==> src/rtl/mult_pkg.sv <==
`default_nettype none
// ============================================================================
// Module : mult_pkg
// Shared state encoding and parameter defaults for the multiplier scheduler.
// Rev    : 1.0
// ============================================================================
package mult_pkg;

    typedef enum logic [1:0] {
        IDLE = 2'd0,
        LOAD = 2'd1,
        RUN  = 2'd2,
        RESP = 2'd3
    } sched_state_t;

    localparam int c_DEF_N = 4;
    localparam int c_DEF_R = 3;

    // Run-cycle budget before the engine is declared faulty.
    function automatic int default_timeout(input int n);
        return 2 * n + 4;
    endfunction

endpackage
`default_nettype wire

==> src/rtl/rr_arbiter.sv <==
`default_nettype none
// ============================================================================
// Module : rr_arbiter
// Combinational round-robin pick: lowest requesting index at or after i_ptr.
// Rev    : 1.0
// ============================================================================
module rr_arbiter #(
    parameter int R  = 3,
    parameter int PW = (R > 1) ? $clog2(R) : 1
) (
    input  logic [R-1:0]  i_req,
    input  logic [PW-1:0] i_ptr,
    output logic [R-1:0]  o_grant_onehot,
    output logic [PW-1:0] o_grant_idx,
    output logic          o_any
);

    int            w_idx;
    logic [PW-1:0] w_sel;

    always_comb begin
        o_grant_onehot = '0;
        o_grant_idx    = '0;
        o_any          = 1'b0;
        w_idx          = 0;
        w_sel          = '0;
        // Walk from the farthest offset inwards so the nearest request wins.
        for (int k = R - 1; k >= 0; k--) begin
            w_idx = (int'(i_ptr) + k) % R;
            w_sel = PW'(w_idx);
            if (i_req[w_sel]) begin
                o_grant_onehot = R'(1) << w_sel;
                o_grant_idx    = w_sel;
                o_any          = 1'b1;
            end
        end
    end

endmodule
`default_nettype wire

==> src/rtl/mult_sched.sv <==
`default_nettype none
// ============================================================================
// Module : mult_sched
// Shares one sequential signed multiplier engine among R requesters.
// Rev    : 1.0
// ============================================================================
module mult_sched
    import mult_pkg::*;
#(
    parameter int N       = c_DEF_N,
    parameter int R       = c_DEF_R,
    parameter int TIMEOUT = default_timeout(N)
) (
    input  logic                 clk,
    input  logic                 reset,
    input  logic [R-1:0]         req_valid,
    input  logic [R*N-1:0]       req_q,
    input  logic [R*N-1:0]       req_m,
    output logic [R-1:0]         req_ready,
    output logic                 rsp_valid,
    input  logic                 rsp_ready,
    output logic [$clog2(R)-1:0] rsp_id,
    output logic [2*N-1:0]       rsp_p,
    output logic                 rsp_err,
    output logic                 busy,
    output logic                 eng_run,
    output logic [N-1:0]         eng_q,
    output logic [N-1:0]         eng_m,
    input  logic                 eng_done,
    input  logic [2*N-1:0]       eng_p
);

    localparam int c_IW = $clog2(R);
    localparam int c_CW = $clog2(TIMEOUT + 1);

    sched_state_t    r_state;
    logic [c_IW-1:0] r_ptr;
    logic [c_IW-1:0] r_id;
    logic [N-1:0]    r_q;
    logic [N-1:0]    r_m;
    logic [c_CW-1:0] r_cnt;
    logic [2*N-1:0]  r_rsp_p;
    logic            r_rsp_err;
    logic            r_rsp_valid;
    logic            r_busy;
    logic            r_eng_run;

    logic [R-1:0]    w_grant;
    logic [c_IW-1:0] w_gidx;
    logic            w_any;
    logic [N-1:0]    w_sel_q;
    logic [N-1:0]    w_sel_m;
    logic [c_IW-1:0] w_ptr_next;

    rr_arbiter #(
        .R  (R),
        .PW (c_IW)
    ) u_arb (
        .i_req          (req_valid),
        .i_ptr          (r_ptr),
        .o_grant_onehot (w_grant),
        .o_grant_idx    (w_gidx),
        .o_any          (w_any)
    );

    assign w_sel_q    = req_q[int'(w_gidx) * N +: N];
    assign w_sel_m    = req_m[int'(w_gidx) * N +: N];
    assign w_ptr_next = (w_gidx == c_IW'(R - 1)) ? '0 : w_gidx + 1'b1;

    // Accept pulse is combinational so the winner sees it in its grant cycle.
    assign req_ready = (r_state == IDLE && !reset) ? w_grant : '0;

    always_ff @(posedge clk or posedge reset) begin
        if (reset) begin
            r_state     <= IDLE;
            r_ptr       <= '0;
            r_id        <= '0;
            r_q         <= '0;
            r_m         <= '0;
            r_cnt       <= '0;
            r_rsp_p     <= '0;
            r_rsp_err   <= 1'b0;
            r_rsp_valid <= 1'b0;
            r_busy      <= 1'b0;
            r_eng_run   <= 1'b0;
        end else begin
            case (r_state)
                IDLE: begin
                    if (w_any) begin
                        r_q     <= w_sel_q;
                        r_m     <= w_sel_m;
                        r_id    <= w_gidx;
                        r_ptr   <= w_ptr_next;
                        r_busy  <= 1'b1;
                        r_state <= LOAD;
                    end
                end
                LOAD: begin
                    r_cnt     <= '0;
                    r_eng_run <= 1'b1;
                    r_state   <= RUN;
                end
                RUN: begin
                    // Done takes priority over a timeout landing in the same cycle.
                    if (eng_done) begin
                        r_rsp_p     <= eng_p;
                        r_rsp_err   <= 1'b0;
                        r_eng_run   <= 1'b0;
                        r_rsp_valid <= 1'b1;
                        r_state     <= RESP;
                    end else if (r_cnt == c_CW'(TIMEOUT - 1)) begin
                        r_rsp_p     <= '0;
                        r_rsp_err   <= 1'b1;
                        r_eng_run   <= 1'b0;
                        r_rsp_valid <= 1'b1;
                        r_state     <= RESP;
                    end else begin
                        r_cnt <= r_cnt + 1'b1;
                    end
                end
                RESP: begin
                    if (rsp_ready) begin
                        r_rsp_valid <= 1'b0;
                        r_busy      <= 1'b0;
                        r_state     <= IDLE;
                    end
                end
                default: begin
                    r_eng_run   <= 1'b0;
                    r_rsp_valid <= 1'b0;
                    r_busy      <= 1'b0;
                    r_state     <= IDLE;
                end
            endcase
        end
    end

    assign rsp_valid = r_rsp_valid;
    assign rsp_id    = r_id;
    assign rsp_p     = r_rsp_p;
    assign rsp_err   = r_rsp_err;
    assign busy      = r_busy;
    assign eng_run   = r_eng_run;
    assign eng_q     = r_q;
    assign eng_m     = r_m;

endmodule
`default_nettype wire

==> config.mk <==
export PLATFORM = sky130hd
export DESIGN_NAME = mult_sched
export DESIGN_NICKNAME = d
export VERILOG_FILES = /design/src/rtl/mult_pkg.sv /design/src/rtl/rr_arbiter.sv /design/src/rtl/mult_sched.sv
export SDC_FILE = /design/constraint.sdc
export NUM_CORES = 1
export LEC_CHECK = 0
export ABC_AREA = 0
export BUFFER_PORTS_ARGS = -buffer_cell sky130_fd_sc_hd__buf_2
export CAP_MARGIN = 20
export CORE_UTILIZATION = 30
export CTS_BUF_LIST = sky130_fd_sc_hd__clkbuf_8 sky130_fd_sc_hd__clkbuf_16
export DETAILED_ROUTE_END_ITERATION = 8
export GPL_ROUTABILITY_DRIVEN = 0
export PLACE_DENSITY = 0.53
export REMOVE_ABC_BUFFERS = 1
export SLEW_MARGIN = 15
export SYNTH_ARGS = -nofsm -noshare
export SYNTH_HDL_FRONTEND = slang
export SYNTH_SLANG_ARGS = --single-unit
==> constraint.sdc <==
create_clock -name clk -period 5.36 [get_ports clk]
set_clock_uncertainty 0.1 [all_clocks]
set_input_delay 1.34 -clock clk [delete_from_list [all_inputs] [get_ports clk]]
set_output_delay 1.34 -clock clk [all_outputs]
set_load 0.1 [all_outputs]
== Word level (Yosys, flattened, before mapping) ==
Cells that the tools add are included.
Widths: inputs -> output; s select.
Storage, ports and cells
  flip-flop bits (word level): 30
  input bits: 39
  word-level logic and storage cells: 87
Operators by class
  add/subtract/negate cells: 4
  divide/modulo/power cells: 3
  $lt $le $gt $ge: 3
  eq/ne operators: 10
  shift operators: 5
  muxes and demuxes: 37
  reductions and logical operators: 14
Operators with widths (number)
  $mod 32x3->32 const B: 2
  $mod 3x3->32 const B: 1
  $shiftx 12x5->4: 2
  $mux 2: 8
  $mux 8: 2
  $mux 1: 13
  $mux 3: 4
  $reduce_and 3->1: 4
  $lt 2x3->1 const B: 3
  $shl 1x2->3 const A: 3
  $mux 4: 2
  $pmux 2 s4: 1
  $pmux 4 s2: 1
  $reduce_bool 2->1: 4
  $bmux 1 s2: 3
  $eq 2x2->1 const B: 3
  $ne 2x2->1 const B: 3
  $pmux 1 s2: 3
  $reduce_and 2->1: 3
  $add 4x1->4 const B: 1
  $eq 4x4->1 const B: 1
  $add 2x1->3 const B: 1
  $add 2x2->3 const B: 1
  $ne 3x3->1 const B: 1
  6 further kinds: 6

== Logic depth before layout (Yosys ltp) ==
Gate-level depths: netlist of the first run.
  depth after elaboration: 9
  mapped depth: 9

== Cells and area by module ==
From an unflattened synthesis of the first run, not the netlist that was laid out.
Second synthesis, totals
  cell total of the unflattened synthesis: 184
  area, all modules: 1864.3 um^2
Modules (own cells, without submodules)
  mult_sched: instances 1, cells an instance 137, area an instance 1515.2 um^2, seq. area each 750.7 um^2
  rr_arbiter: instances 1, cells an instance 47, area an instance 349.1 um^2, seq. area each 0.0 um^2

== Worst setup path before layout of the first run ==
OpenSTA, ideal clock, no wires.
  path kind: input port to output port
  from: input req_valid[2]
  to: output req_ready[0]
  arrival: 3598 ps
  data required time: 3920 ps
  path slack: 322 ps
  stages: 5
  cells stage by stage: or2b_1 -> mux2i_2 -> nand2_1 -> or2_0 -> a21oi_1
On the way
  word-level cells in the longest chain between the ends: 6
  elaborated cells on any way between the ends: 10
  those cells by class: 10 x mux
RTL lines
  from (decl): line mult_sched.sv:16  | input logic [R-1:0] req_valid,
  $bmux 1 s2: line rr_arbiter.sv:31  | if (i_req[w_sel]) begin
  $mux 1 (not written as such): line rr_arbiter.sv:31
  $mux 3 (2 in a row): line rr_arbiter.sv:31
  $mux 3 *: line rr_arbiter.sv:31
  $mux 3 *: line mult_sched.sv:71  | assign req_ready = (r_state == IDLE && !reset) ? w_grant : '0;
  to (decl): line mult_sched.sv:19  | output logic [R-1:0] req_ready,
Mark *: on every way between the ends. The rest lies on a longest branch, timed or not. The select of a mux whose other input is x is not followed.

== Final worst setup path of the first run ==
Same ends and word-level chain as after synthesis.

==> results by group, run 1 <==
Finish
  • Share of cells above drive strength 1: 35.1%
  • Most common cell after layout, fill and taps aside: buf_2
  • Fillcell total: roughly 620
  • Area grow syn2layout: 25.0%
  • Multi-input gate area: 950 µm²
  • Most frequent cells in the layout: 63 x buf_2, 30 x dfrtp_1, 22 x nand2_1, 19 x inv_1
  • Count of nets after finishing: 293
  • N_diodes: 0
  • Sequential cell area: 751 µm²

Setup path
  • Worst Path Arrival: 2.89 ns
  • Kind of critical path: in2out
  • Slowest cell on crit path: buf_2
  • CP cell instances: buf_2 > or2b_1 > mux2i_2 > nand2_1 > or2_0 > a21oi_1 > buf_2
  • Critical Path RT: 3.92 ns
  • Crit Path Max Fanout: 4
  • Worst setup SP type: input pin
  • Worst Setup End Kind: primary output
  • Slowest stage delay, CP: 0.44 ns
  • Top cell by count, worst path: buf_2

Floorplanning
  • Core footprint: 5890 µm²
  • Die area: 6410 µm²
  • Die Height: 80.0 µm
  • Die W: 80.0 µm
  • Boundary Pins: 64
  • # rows: 28
  • Initial Utilization: 31.0%

Detailed routing
  • Post-route ant nets: 0
  • Via density: 4.77
  • Final wirelength: 4070 µm
  • Metal2 WL: 1770 µm
  • DR iter-0 viols: 89
  • Met3 WL post-DR: 284 µm
  • Top Metal Used: met4
  • M1 WL: 1990 µm
  • Vias: between 1500 and 2000
  • # DRC: 0
  • First-pass DRT Iterations: 4
  • DR WL/cell: about 13 µm

CTS
  • Setup bufs post-CTS: 0
  • Clock Tree Root: clkbuf_8
  • Hold buffer count at cts: 0
  • CTS clk-pin slew, worst paths: ~0.07 ns
  • CTS tree: done
  • Num Clock Sinks: 30
  • CTS Buffer Depth: 2
  • Clock Latency Late Sink: about 0.28 ns
  • CTS resizes: 0
  • H-tree depth: 2
  • Total clock buffers created by CTS: 5

STA
  • Final-report hold violation count: 0
  • FMAX: 0.231 GHz
  • Tcrit/Tclk final: roughly four fifths
  • Slew Viols, Final: 0
  • Slew @ Worst Pin: 1.00 ns
  • Final Critical Period: 4.33 ns
  • RSZ-0062 raised after global routing: false
  • Final setup vio count: 0
  • TNS Setup: 0 ns
  • Slew margin rel.: between 30% and 40%

Synth
  • Library cells used by synthesis: 46
  • Async set-or-reset flop fraction in the synthesized netlist: 100%
  • Gate Count Post-Synth: roughly 180
  • Sequential area share after synthesis: between 40% and 50%
  • Ys Warns: 0
  • Mean post-synth cell area: 10.1 µm²
  • Synthesized area: about 1800 µm²
  • #FFs+latches synth: 30
  • Main synth FF type: dfrtp_1
  • Post-synth EDFFs: 0

Worst hold path
  • Min-Delay Path Class: reg2reg

Global routing
  • Tot GR Track Use: about an eighth
  • Number of global-route vias before repair: 1416
  • Total congestion overflow: 0
  • First-pass GRT wire length: 6620 µm
  • Initial antenna violation count: 0
  • Pin count of the biggest net entering global routing: 31

Place
  • Post-detail-place hpwl: slightly above 3000 µm
  • Port Buffers: 63

Run
  • Max_cap viols: 0

Status
  • Status: complete, no violations
==> registers in the layout (all words and copies together) (netlist names), 2 cells and up <==
| register | cells |
|---|---|
| rsp_p | 8 |
| eng_m | 4 |
| eng_q | 4 |
| r_cnt | 4 |
| r_ptr | 2 |
| r_state | 2 |
| rsp_id | 2 |
==> layout make-up <==
type / instances / share of cell area, %
multi-input cells: 124 / 41.6
flip-flops and latches: 30 / 32.9
clock inverters: 2 / 0.548
well taps: 75 / 4.11
inverters: 19 / 3.12
clock buffers: 6 / 3.62
repair buffers: 64 / 14.1
==> cells in the mapped netlist, types with 2 or more instances <==
master,n,area share [%]
o21ai_1,3,0.82
dfrtp_1,30,41
buf_2,2,0.55
nand3b_1,2,0.82
a22o_1,10,4.8
mux2i_1,10,5.5
nor3_1,3,0.82
buf_6,3,1.8
nand2_1,22,4.5
ha_1,10,6.8
nand2b_1,3,1.0
a21oi_1,6,1.6
nor2b_1,3,1.0
mux2i_2,2,1.5
clkbuf_1,2,0.41
and2_1,3,1.0
nor3_2,2,1.1
inv_1,19,3.9
o221ai_1,8,3.8
o21ai_0,8,2.2
nor2_1,5,1.0
==> cell families (layout without fill, tap and decap cells) <==
| logic type | count (synthesis) | count (layout) | share of synthesized area (%) |
|---|---|---|---|
| AOI/OAI and AO/OA | 50 | 50 | 22.0 |
| and+or+nand+nor | 49 | 49 | 14.2 |
| DFF | 30 | 30 | 41.1 |
| buffers and inverters | 27 | 91 | 6.92 |
| muxes | 14 | 14 | 8.42 |
| adders and majority gates | 10 | 10 | 6.85 |
| xor gates and xnor gates | 1 | 1 | 0.480 |
==> through the flow <==
step | hold WS (ns) | cells | cell area [µm²] | utilization [%] | setup WS, ns
after floorplan | 0.392 | 173 | 1770 | - | 0.322
after global placement | 0.356 | 312 | 2190 | 37.2 | 1.06
after detailed placement | 0.363 | 312 | 2190 | 37.2 | 1.04
after CTS | 0.379 | 320 | 2280 | 38.8 | 1.03
after global routing | 0.415 | 320 | 2280 | 38.8 | 0.930
final | 0.379 | 320 | 2280 | 38.8 | 1.03
==> layer usage <==
layer  vias to the layer above  GRT usage [%]
met4                         0           3.21
li1                        764              -
met5                         -              0
met3                         5           3.89
met1                       713           18.4
met2                        45           20.3
==> worst paths after layout <==
check	start	endpoint	slack, ns	cells past startpoint
worst max-delay path	req_valid[2]	req_ready[0]	1.03	7
worst min-delay path	rsp_id[0]$_DFFE_PP0P_	rsp_id[0]$_DFFE_PP0P_	0.38	2
worst max register to register	r_ptr[1]$_DFFE_PP0P_	eng_q[1]$_DFFE_PP0P_	2.44	7
worst min register to register	rsp_id[0]$_DFFE_PP0P_	rsp_id[0]$_DFFE_PP0P_	0.38	2
max in group asynchronous	reset	rsp_p[0]$_DFFE_PP0P_	3.83	3
min in group asynchronous	reset	r_state[1]$_DFFE_PP0P_	1.05	3
==> critical path, delay by kind of cell <==
family	cells	cell delay (ns)
mux	1	0.35
buf+inv	2	0.55
compound gates	1	0.12
simple gates	3	0.55
Power of run 1 is left out: the tool's default activity adds up to more than one toggle a clock period on the data nets, which glitch-free logic cannot reach.
==> run 2: changes to the inputs <==
--- a/config.mk
+++ b/config.mk
@@ -12,7 +12,7 @@
 export CTS_BUF_LIST = sky130_fd_sc_hd__clkbuf_8 sky130_fd_sc_hd__clkbuf_16
 export DETAILED_ROUTE_END_ITERATION = 8
 export GPL_ROUTABILITY_DRIVEN = 0
-export PLACE_DENSITY = 0.53
+export PLACE_DENSITY = 0.55
 export REMOVE_ABC_BUFFERS = 1
 export SLEW_MARGIN = 15
 export SYNTH_ARGS = -nofsm -noshare
==> constraint.sdc (replaced) <==
create_clock -name clk -period 3.9 [get_ports clk]
set_clock_uncertainty 0.1 [all_clocks]
set_input_delay 0.975 -clock clk [delete_from_list [all_inputs] [get_ports clk]]
set_output_delay 0.975 -clock clk [all_outputs]
set_load 0.1 [all_outputs]
==> results by group, run 2 (synthesis results as in run 1) <==
Detailed routing
  • # DRC: 0
  • DR WL/cell: 13.0 µm
  • Via density: around 5
  • Post-route ant nets: 0
  • Final wirelength: 4150 µm
  • Vias: 1560
  • First-pass DRT Iterations: 4
  • DR iter-0 viols: 57

CTS
  • Clock Latency Late Sink: 0.27 ns
  • Total clock buffers created by CTS: 5
  • Clock Tree Root: clkbuf_8
  • Setup bufs post-CTS: 0
  • Num Clock Sinks: 30
  • Hold buffer count at cts: 0
  • CTS resizes: 0
  • H-tree depth: 2
  • CTS tree: done
  • CTS clk-pin slew, worst paths: 0.06 ns
  • CTS Buffer Depth: 2

STA
  • Final setup vio count: 0
  • TNS Setup: 0 ns
  • Final Critical Period: 3.56 ns
  • Slew margin rel.: 57.3%
  • Slew @ Worst Pin: 0.641 ns
  • RSZ-0062 raised after global routing: false
  • FMAX: 0.281 GHz
  • Final-report hold violation count: 0
  • Tcrit/Tclk final: 91.4%
  • Slew Viols, Final: 0

Floorplanning
  • Boundary Pins: 64
  • Core footprint: a little under 6000 µm²
  • Initial Utilization: 31.0%
  • # rows: 28
  • Die Height: around 80 µm
  • Die area: ~6400 µm²
  • Die W: about 80 µm

Setup path
  • Kind of critical path: reg2out
  • Critical Path RT: ~2.8 ns
  • Crit Path Max Fanout: 6
  • Worst Path Arrival: 2.49 ns
  • Worst Setup End Kind: primary output
  • Worst setup SP type: flop

Global routing
  • First-pass GRT wire length: 6750 µm
  • Total congestion overflow: 0
  • Number of global-route vias before repair: 1434
  • Tot GR Track Use: around 14%
  • Pin count of the biggest net entering global routing: 31
  • Initial antenna violation count: 0

Place
  • Post-detail-place hpwl: 3150 µm
  • Port Buffers: 63
  • Placed inst area: 2210 µm²

Finish
  • Area grow syn2layout: 25.3%
  • Fillcell total: between 600 and 700
  • Max reg flops: 8
  • Fin area: 2290 µm²
  • Share of cells above drive strength 1: 35.1%
  • N_diodes: 0
  • Most common cell after layout, fill and taps aside: buf_2
  • Count of nets after finishing: 294
  • Most frequent cells in the layout: 62 x buf_2, 30 x dfrtp_1, 22 x nand2_1, 19 x inv_1

Worst hold path
  • Min-Delay Path Class: reg2reg

Run
  • Max_cap viols: 0

Status
  • Status: complete, no violations
==> run 2: cell types whose count changed in the layout (fill, tap and decap cells not counted) <==
cell / previous run / this run
buf_2: 63 / 62
buf_12: 0 / 1
clkinv_2: 1 / 2
buf_4: 1 / 2
clkbuf_8: 6 / 5
clkinvlp_4: 1 / 0
==> run 2: worst max-delay path: stages (launching register included) <==
cell     delay [ns]
dfrtp_1        0.42
inv_1          0.09
ha_1           0.34
mux2i_2        0.37
nor2_1         0.15
nor3_2         0.27
and2_1         0.15
buf_2          0.42
==> run 2: stage by stage <==
| stage | worst slack [ns] | std cells | utilization (%) | hold slack, ns |
|---|---|---|---|---|
| global route | 0.135 | 320 | 38.9 | 0.400 |
| floorplan | -0.408 | 173 | - | 0.392 |
| finish | 0.337 | 320 | 38.9 | 0.379 |
| global placement | 0.442 | 313 | 37.6 | 0.359 |
| CTS | 0.315 | 320 | 38.9 | 0.388 |
| detailed placement | 0.405 | 313 | 37.6 | 0.367 |
==> run 2: routing by layer <==
metal | track usage (%) | vias up | routed length [µm]
li1 | - | 768 | -
met1 | 16.7 | 740 | 1830
met2 | 23.8 | 45 | 2020
met3 | 3.89 | 7 | 247
met4 | 4.29 | 0 | 52
met5 | 0 | - | 0
==> run 2: path summary, 6_finish.rpt <==
| check | startpoint | end | slack, ns | cells past startpoint |
|---|---|---|---|---|
| setup / recovery | r_ptr[1]$_DFFE_PP0P_ | req_ready[2] | 0.34 | 7 |
| hold / removal | rsp_id[1]$_DFFE_PP0P_ | rsp_id[1]$_DFFE_PP0P_ | 0.38 | 2 |
| setup reg to reg | r_ptr[1]$_DFFE_PP0P_ | eng_m[2]$_DFFE_PP0P_ | 1.41 | 8 |
| hold reg to reg | rsp_id[1]$_DFFE_PP0P_ | rsp_id[1]$_DFFE_PP0P_ | 0.38 | 2 |
| max in group asynchronous | reset | busy$_DFFE_PP0P_ | 2.73 | 3 |
| min in group asynchronous | reset | r_state[0]$_DFFE_PP0P_ | 0.68 | 3 |
==> run 2: layout make-up <==
type,instances,area [µm²],share of cell area (%)
multi-input combinational,124,950,41.5
sequential,30,751,32.8
timing repair buffer,65,345,15.1
tap,75,93.8,4.10
inverter,19,71.3,3.11
clock buffer,5,68.8,3.01
clock inverter,2,10.0,0.437
Power of run 2 is left out for the same reason.
==> run 3: changes to the inputs <==
--- a/config.mk
+++ b/config.mk
@@ -8,6 +8,7 @@
 export ABC_AREA = 0
 export BUFFER_PORTS_ARGS = -buffer_cell sky130_fd_sc_hd__buf_2
 export CAP_MARGIN = 20
+export CORE_MARGIN = 5
 export CORE_UTILIZATION = 30
 export CTS_BUF_LIST = sky130_fd_sc_hd__clkbuf_8 sky130_fd_sc_hd__clkbuf_16
 export DETAILED_ROUTE_END_ITERATION = 8
==> constraint.sdc (replaced) <==
create_clock -name clk -period 3.9 [get_ports clk]
set_clock_uncertainty 0.1 [all_clocks]
set_input_delay 0.975 -clock clk [delete_from_list [all_inputs] [get_ports clk]]
set_output_delay 0.975 -clock clk [all_outputs]
set_load 0.05 [all_outputs]
==> results by group, run 3 (synthesis results as in run 1) <==
Status
  • Status: complete, no violations

Detailed routing
  • Vias: 1511
  • Final wirelength: 4390 µm
  • Post-route ant nets: 0
  • DR WL/cell: 13.7 µm
  • # DRC: 0
  • Via density: about 4.7
  • First-pass DRT Iterations: 4
  • DR iter-0 viols: between 40 and 50

Worst hold path
  • Min-delay src: rsp_id[1]$_DFFE_PP0P_
  • Min-Delay Path Class: reg2reg

Setup path
  • Reg-to-reg setup timing slack: 1.37 ns
  • Kind of critical path: reg2out
  • CP cell instances: inv_1 > ha_1 > mux2i_1 > mux2i_2 > nand2_1 > or2_0 > a21oi_1 > buf_2
  • Worst path bufs/invs: 2
  • Worst setup SP type: flop
  • Crit-path leading delay family: multiplexers
  • Crit Path Max Fanout: 10
  • Slowest stage delay, CP: roughly 0.42 ns
  • Worst r2r src: r_ptr[1]$_DFFE_PP0P_
  • Worst Path Arrival: ~2.4 ns
  • CP startpoint: r_ptr[0]$_DFFE_PP0P_
  • Slowest cell on crit path: dfrtp_1
  • Worst Setup End Kind: primary output
  • Critical Path RT: around 2.8 ns

Run
  • Max_cap viols: 0

STA
  • Slew Viols, Final: 0
  • RSZ-0062 raised after global routing: false
  • Final hold slack: roughly 0.38 ns
  • Final Critical Period: 3.49 ns
  • Slew margin rel.: ~58%
  • Final-report hold violation count: 0
  • FMAX: 0.287 GHz
  • Slew @ Worst Pin: 0.630 ns
  • TNS Setup: 0 ns
  • Tcrit/Tclk final: approximately 89%
  • Final setup vio count: 0

Finish
  • Most common cell after layout, fill and taps aside: buf_2
  • Share of cells above drive strength 1: 35.0%
  • Fillcell total: between 600 and 700
  • N_diodes: 0
  • Fin area: 2290 µm²
  • Max reg flops: 8
  • Area grow syn2layout: 25.2%
  • Post-route insts no fill: 321
  • Count of nets after finishing: 294
  • Most frequent cells in the layout: 63 x buf_2, 30 x dfrtp_1, 22 x nand2_1, 20 x inv_1

CTS
  • H-tree depth: 2
  • Hold buffer count at cts: 0
  • Setup bufs post-CTS: 0
  • CTS clk-pin slew, worst paths: about 0.06 ns
  • CTS tree: done
  • CTS Buffer Depth: 2
  • CTS resizes: 0
  • Total clock buffers created by CTS: 5
  • Clock Tree Root: clkbuf_8
  • Clock Latency Late Sink: 0.27 ns
  • Num Clock Sinks: 30

Floorplanning
  • Boundary Pins: 64
  • # rows: 28
  • Die Height: 88.0 µm
  • Die W: 88.0 µm
  • Initial Utilization: 30.9%
  • Die area: 7750 µm²
  • Core footprint: 5920 µm²

Global routing
  • Met3 usage: 3.10%
  • Met2 Usage GRT: 20.1%
  • Number of global-route vias before repair: 1534
  • First-pass GRT wire length: 7240 µm
  • GR peak layer: met2
  • Initial antenna violation count: 0
  • Total congestion overflow: 0
  • GRT met1 Usage: 14.8%
  • Pin count of the biggest net entering global routing: 27
  • Tot GR Track Use: 11.7%

Place
  • Dpl cells: 313
  • Post-detail-place hpwl: between 3000 and 4000 µm
  • Port Buffers: between 60 and 70
  • Placed inst area: 2200 µm²

Pwr
  • Pwr Total: between 2 and 2.5 mW
  • Peak supply drop: approximately 0.35 mV
  • Power per cell area: 941 nW/µm²
  • Total leakage power: 1.17 nW
run 3: final cells by class:
class                           count  area [µm²]  area share (%)
Multi-Input combinational cell    124         950            41.5
Sequential cell                    30         751            32.8
Timing Repair Buffer               65         330            14.4
Tap cell                           75        93.8            4.10
Clock buffer                        6        82.6            3.61
Inverter                           19        71.3            3.12
Clock inverter                      2        8.76           0.383
run 3: worst min-delay path, stage by stage, from the launching register on:
cell	delay, ns
dfrtp_1	0.34
nand2_1	0.05
nand2_1	0.06
run 3: report_power, final:
group          switching (mW)  leakage, nW  internal (mW)  total [mW]
clock network           0.111       0.0524          0.139       0.251
logic                   0.918        0.741          0.446        1.36
registers              0.0851        0.372          0.453       0.539
total                    1.11         1.17           1.04        2.15
run 3: final timing paths:
path,to,cells past startpoint
hold / removal,rsp_id[1]$_DFFE_PP0P_,2
hold reg to reg,rsp_id[1]$_DFFE_PP0P_,2
min in group asynchronous,busy$_DFFE_PP0P_,2
max in group asynchronous,eng_m[3]$_DFFE_PP0P_,3
setup reg to reg,eng_m[2]$_DFFE_PP0P_,8
setup / recovery,req_ready[0],8
run 3: per-stage QoR:
| step | utilization [%] | setup slack (ns) |
|---|---|---|
| 2_1_floorplan | - | 0.294 |
| 3_3_place_gp | 37.1 | 0.472 |
| 3_5_place_dp | 37.1 | 0.462 |
| 4_1_cts | 38.6 | 0.381 |
| 5_1_grt | 38.6 | 0.223 |
| 6_report | 38.6 | 0.415 |
run 3: routing by layer:
layer	wire (µm)	vias up
li1	-	765
met1	1980	704
met2	2090	40
met3	307	2
met4	8	0
met5	0	-
No activity file was read; power rests on OpenSTA's default activity.
